--- config.mk ---
export PLATFORM = sky130hd
export DESIGN_NAME = baseline_ratio_detector
export DESIGN_NICKNAME = d
export VERILOG_FILES = /design/src/rtl/baseline_ratio_detector.sv
export SDC_FILE = /design/constraint.sdc
export NUM_CORES = 1
export LEC_CHECK = 0
export ABC_AREA = 1
export ABC_CLOCK_PERIOD_IN_PS = 6740
export BUFFER_PORTS_ARGS = -buffer_cell sky130_fd_sc_hd__buf_2
export CORE_MARGIN = 8
export CORE_UTILIZATION = 30
export CTS_CLUSTER_SIZE = 10
export DETAILED_ROUTE_END_ITERATION = 12
export HOLD_SLACK_MARGIN = 0.1
export PLACE_DENSITY = 0.56
export SLEW_MARGIN = 0
export SYNTH_ARGS = -nofsm -noshare
export SYNTH_HDL_FRONTEND = slang
export SYNTH_SLANG_ARGS = --single-unit
--- constraint.sdc ---
create_clock -name clk -period 6.74 [get_ports clk]
set_input_delay 0.674 -clock clk [delete_from_list [all_inputs] [get_ports clk]]
set_output_delay 0.674 -clock clk [all_outputs]
set_load 0.1 [all_outputs]
--- src/rtl/baseline_ratio_detector.sv ---
// rtl/baseline_ratio_detector.sv - ratio-over-baseline event detector with onset/offset persistence
// Optional build macro: BASELINE_FREEZE_EN (hold the baseline while an event is active)
module baseline_ratio_detector #(
    parameter int FEAT_W      = 25,
    parameter int BASE_W      = 37,
    parameter int RATIO_SHIFT = 2,
    parameter int ONSET_CNT   = 5,
    parameter int OFFSET_CNT  = 10,
    parameter int CNT_W       = 8
) (
    input  logic                     clk,
    input  logic                     rst,
    input  logic                     en,
    input  logic signed [FEAT_W-1:0] feat_in,
    input  logic                     feat_valid,
    input  logic        [BASE_W-1:0] base_in,
    input  logic                     base_valid,
    output logic                     base_locked,
    output logic                     detect,
    output logic                     onset_pulse,
    output logic                     offset_pulse
);

    localparam int CMP_W = (FEAT_W > BASE_W + RATIO_SHIFT) ? FEAT_W : BASE_W + RATIO_SHIFT;

    typedef enum logic [2:0] {
        WAIT_BASE,
        IDLE,
        ARMING,
        DETECT,
        RELEASING
    } state_t;

    state_t             state_q, state_d;
    logic [CNT_W-1:0]   cnt_q, cnt_d;
    logic [BASE_W-1:0]  base_reg_q, base_reg_d;
    logic               base_locked_q, base_locked_d;
    logic               detect_q, detect_d;
    logic               onset_q, onset_d;
    logic               offset_q, offset_d;

    logic [FEAT_W-1:0]  mag;
    logic [CMP_W-1:0]   mag_ext;
    logic [CMP_W-1:0]   thr;
    logic               above;
    logic               capture_ok;

    // Most-negative input has no positive twin, so it saturates to the largest magnitude.
    always_comb begin
        mag = feat_in;
        if (feat_in[FEAT_W-1]) begin
            if (feat_in == {1'b1, {(FEAT_W-1){1'b0}}}) begin
                mag = {1'b0, {(FEAT_W-1){1'b1}}};
            end else begin
                mag = -feat_in;
            end
        end
    end

    assign mag_ext = CMP_W'(mag);
    assign thr     = CMP_W'(base_reg_q) << RATIO_SHIFT;
    assign above   = mag_ext > thr;

`ifdef BASELINE_FREEZE_EN
    assign capture_ok = !detect_q;
`else
    assign capture_ok = 1'b1;
`endif

    always_comb begin
        state_d       = state_q;
        cnt_d         = cnt_q;
        base_reg_d    = base_reg_q;
        base_locked_d = base_locked_q;
        onset_d       = 1'b0;
        offset_d      = 1'b0;
        if (!en) begin
            if (base_valid && capture_ok) begin
                base_reg_d    = base_in;
                base_locked_d = 1'b1;
            end
            case (state_q)
                WAIT_BASE: begin
                    if (base_locked_d) state_d = IDLE;
                end
                IDLE: begin
                    if (feat_valid && above) begin
                        if (ONSET_CNT == 1) begin
                            state_d = DETECT;
                            cnt_d   = '0;
                            onset_d = 1'b1;
                        end else begin
                            state_d = ARMING;
                            cnt_d   = CNT_W'(1);
                        end
                    end
                end
                ARMING: begin
                    if (feat_valid) begin
                        if (!above) begin
                            state_d = IDLE;
                            cnt_d   = '0;
                        end else if (cnt_q + CNT_W'(1) == CNT_W'(ONSET_CNT)) begin
                            state_d = DETECT;
                            cnt_d   = '0;
                            onset_d = 1'b1;
                        end else begin
                            cnt_d = cnt_q + CNT_W'(1);
                        end
                    end
                end
                DETECT: begin
                    if (feat_valid && !above) begin
                        if (OFFSET_CNT == 1) begin
                            state_d  = IDLE;
                            cnt_d    = '0;
                            offset_d = 1'b1;
                        end else begin
                            state_d = RELEASING;
                            cnt_d   = CNT_W'(1);
                        end
                    end
                end
                RELEASING: begin
                    if (feat_valid) begin
                        if (above) begin
                            state_d = DETECT;
                            cnt_d   = '0;
                        end else if (cnt_q + CNT_W'(1) == CNT_W'(OFFSET_CNT)) begin
                            state_d  = IDLE;
                            cnt_d    = '0;
                            offset_d = 1'b1;
                        end else begin
                            cnt_d = cnt_q + CNT_W'(1);
                        end
                    end
                end
                default: begin
                    state_d = WAIT_BASE;
                    cnt_d   = '0;
                end
            endcase
        end
        detect_d = (state_d == DETECT) || (state_d == RELEASING);
    end

    always_ff @(posedge clk) begin
        if (!rst) begin
            state_q       <= WAIT_BASE;
            cnt_q         <= '0;
            base_reg_q    <= '0;
            base_locked_q <= 1'b0;
            detect_q      <= 1'b0;
            onset_q       <= 1'b0;
            offset_q      <= 1'b0;
        end else begin
            state_q       <= state_d;
            cnt_q         <= cnt_d;
            base_reg_q    <= base_reg_d;
            base_locked_q <= base_locked_d;
            detect_q      <= detect_d;
            onset_q       <= onset_d;
            offset_q      <= offset_d;
        end
    end

    assign base_locked  = base_locked_q;
    assign detect       = detect_q;
    assign onset_pulse  = onset_q;
    assign offset_pulse = offset_q;

endmodule

==> metrics.md <==
| Metric | Value |
|---|---|
| Largest net degree at the start of global routing | 42 |
| Critical path's slowest cell | nor3_2 |
| Htree depth | 2 |
| Hold crit path type | flop to flop |
| HPWL after DPL | 7.90 mm |
| FFs w/ async S/R, synth | 0% |
| Yosys warnings | 0 |
| Fmax | 239 MHz |
| Net Sw Power | 0.224 mW |
| N_diodes | 0 |
| Final Instance Count excl. Fillers | 767 |
| Period minus WS final | 4.18 ns |
| Syn Inst Count | 558 |
| Final Cycle Share | 62.0% |
| Clk sink count | 52 |
| Core ar. | 0.0120 sq mm |
| Longest Clk Path Bufs | 2 |
| Grt total ovfl | 0 |
| Synthesized cell area | 0.00366 sq mm |
| DP Cell Count | 760 |
| Wire per inst | 12.8 um |
| Share of the yosys chip area belonging to registers | 28.5% |
| Root Buffer | clkbuf_16 |
| Top-area cell type share of the netlist area | 28.5% |
| Startpoint types | primary input |
| Clock share of power | 32.8% |
| IO buf count | 70 |
| Share of layout cells above drive strength 1 | 19.2% |
| Resized cells post-CTS | 0 |
| Largest fanout on the critical path | 10 |
| Final hold vios | 0 |
| #FFs+latches synth | 52 |
| Post-route ant nets | 0 |
| Crit path kind | primary input to flop |
| Initial Util | 30.6% |
| Setup TNS | 0 ns |
| RSZ-0062 raised after global routing | false |
| I/O pin cnt | 71 |
| Die X-Extent | 126 um |
| Switching share of power | 29.9% |
| Count leader, synth | nand2_1 |
| Area Overhead vs Synth | 16.9% |
| Least-Margin Pin Slew | 0.747 ns |
| CTS Buf Count | 5 |
| Worst stage delay on the critical path | 0.32 ns |
| Drt via density | 4.71 |
| WP buf/inv | 5 |
| Worst relative slew slack | 50.1% |
| Top cells by count, synth | nand2_1 (112), nor2_1 (77), inv_1 (68) |
| Post-synthesis cell type count | 39 |
| Post-CTS Setup Repair Bufs | 0 |
| CTS tree | done |
| Peak VDD IR | 0.0000973 V |
| Clock skew | 0.00897 ns |
| Internal | 0.525 mW |
| GRT Total Usage | 12.5% |
| Synth area leaders | dfxtp_1 (28%), nand2_1 (11%), ha_1 (9.2%), nor2_1 (7.9%), inv_1 (7.0%) |
| Die Area | 0.0160 sq mm |
| # setup viols final | 0 |
| Layout Nets | 714 |
| Vias in the first global route | 3651 |
| Cell taking the most area after synthesis | dfxtp_1 |
| Initial antenna violation count | 0 |
| Reg clk slew, reported paths | 0.07 ns |
| Crit path DAT | 4.39 ns |
| Critical Path RT | 6.95 ns |
| First drt pass iteration count | 5 |
| Post-synth EDFFs | 0 |
| Syn Nets | 652 |
| Worst-skew pair later-pin latency | 0.29 ns |
| Power share of the combinational group | 23.2% |
| Max-Cap Viols | 0 |
| Post-synth top flop | dfxtp_1 |
| Worst Setup End Kind | flop |
| Syn avg cell area | 6.55 sq um |
| Flop pwr share | 44.0% |
| DRT iter0 DRCs | 138 |
| Die height | 126 um |
| # rows | 40 |
| P_leak | 1.97 nW |
| Critical path's top delay family | simple AND/OR/NAND/NOR gates |
| First-pass GRT wire length | 16.8 mm |
| DR vias | 3610 |
| PD cells | 175 mW/mm^2 |
| Status | completed |
| # hold bufs at CTS | 0 |
| Number of remaining DRC errors | 0 |
| Post-Route WL | 9.83 mm |
| Gpl congestion | 0.898 |
| Max Slew Vio Count | 0 |
==> final timing paths <==
path	end	from	depth (start not counted)	slack (ns)
setup reg to reg	cnt_q[4]	base_reg_q[2]	13	4.34
hold reg to reg	base_reg_q[4]	base_reg_q[4]	2	0.46
setup / recovery	cnt_q[4]	feat_in[2]	25	2.56
hold / removal	base_reg_q[4]	base_reg_q[4]	2	0.46
==> flip-flops by register name (all words and copies together) (netlist names) <==
signal        flops
base_locked       1
cnt_q             8
base_reg_q       37
state_q           3
onset_pulse       1
detect            1
offset_pulse      1
==> logic make-up after synthesis <==
family	share of synthesized area (%)
AO/OA/AOI/OAI	14.8
flip-flops	28.5
XOR/XNOR	2.40
AND/OR/NAND/NOR	36.2
other	0.103
adder cells (fa/ha/maj)	9.24
buffers and inverters	8.80
==> worst min-delay path, cell delays in order (launching register included) <==
cell and delay, ns:
dfxtp_1 0.30, inv_1 0.06, a21oi_1 0.06
==> through the flow <==
step / setup WS [ns] / util, % / total power, mW / hold slack, ns / area [sq um]
final: 2.56 / 35.7 / 0.749 / 0.461 / 4270
after global routing: 2.03 / 35.7 / 0.800 / 0.491 / 4270
after CTS: 2.57 / 35.7 / 0.759 / 0.467 / 4270
after detailed placement: 2.29 / 34.6 / 0.511 / 0.456 / 4140
after global placement: 2.31 / 34.6 / 0.507 / 0.451 / 4140
after floorplan: 2.96 / - / 0.453 / 0.435 / 3660
==> placed cells by master, fill, tap and decap left out, types with 2 or more instances in the layout <==
cell type | synthesis | final
buf_2 | 2 | 70
nand3_1 | 28 | 28
nor4_1 | 3 | 3
nand4_1 | 5 | 5
o21ai_1 | 2 | 2
nand2_2 | 6 | 6
nand2_1 | 112 | 112
a21oi_1 | 44 | 44
clkbuf_16 | 0 | 5
nor3_2 | 2 | 2
ha_1 | 27 | 27
o21ai_0 | 48 | 48
o31ai_1 | 3 | 3
nor2_2 | 3 | 3
dfxtp_1 | 52 | 52
inv_1 | 68 | 68
nor3_1 | 7 | 7
nor2_1 | 77 | 77
nor2_4 | 3 | 3
or2_1 | 4 | 4
a21oi_2 | 3 | 3
or2_2 | 14 | 14
nand3_4 | 2 | 2
xor2_1 | 9 | 9
nand3_2 | 4 | 4
nand3b_1 | 4 | 4
==> final cells by class <==
cell class              instances  area, sq um
well taps                     147          184
flip-flops and latches         52         1040
multi-input cells             421         2290
clock buffers                   5          125
repair buffers                 71          358
fillers                      1269         7690
inverters                      69          259
clock inverters                 2         12.5
==> power groups by stage <==
stage	clock network (mW)	registers, mW	logic (mW)
after floorplan	0	0.341	0.112
after CTS	0.254	0.329	0.175
after global routing	0.267	0.331	0.202
final	0.246	0.329	0.174
after global placement	0	0.336	0.171
after detailed placement	0	0.336	0.174
==> layer usage <==
metal / global-route usage (%) / vias up / part of all wire [%]
li1: - / 1929 / -
met1: 15.7 / 1601 / 48
met2: 21.8 / 67 / 47
met3: 1.72 / 13 / 3.4
met4: 3.47 / 0 / 1.3
met5: 0 / - / 0
(Power assumes the default switching activity.)
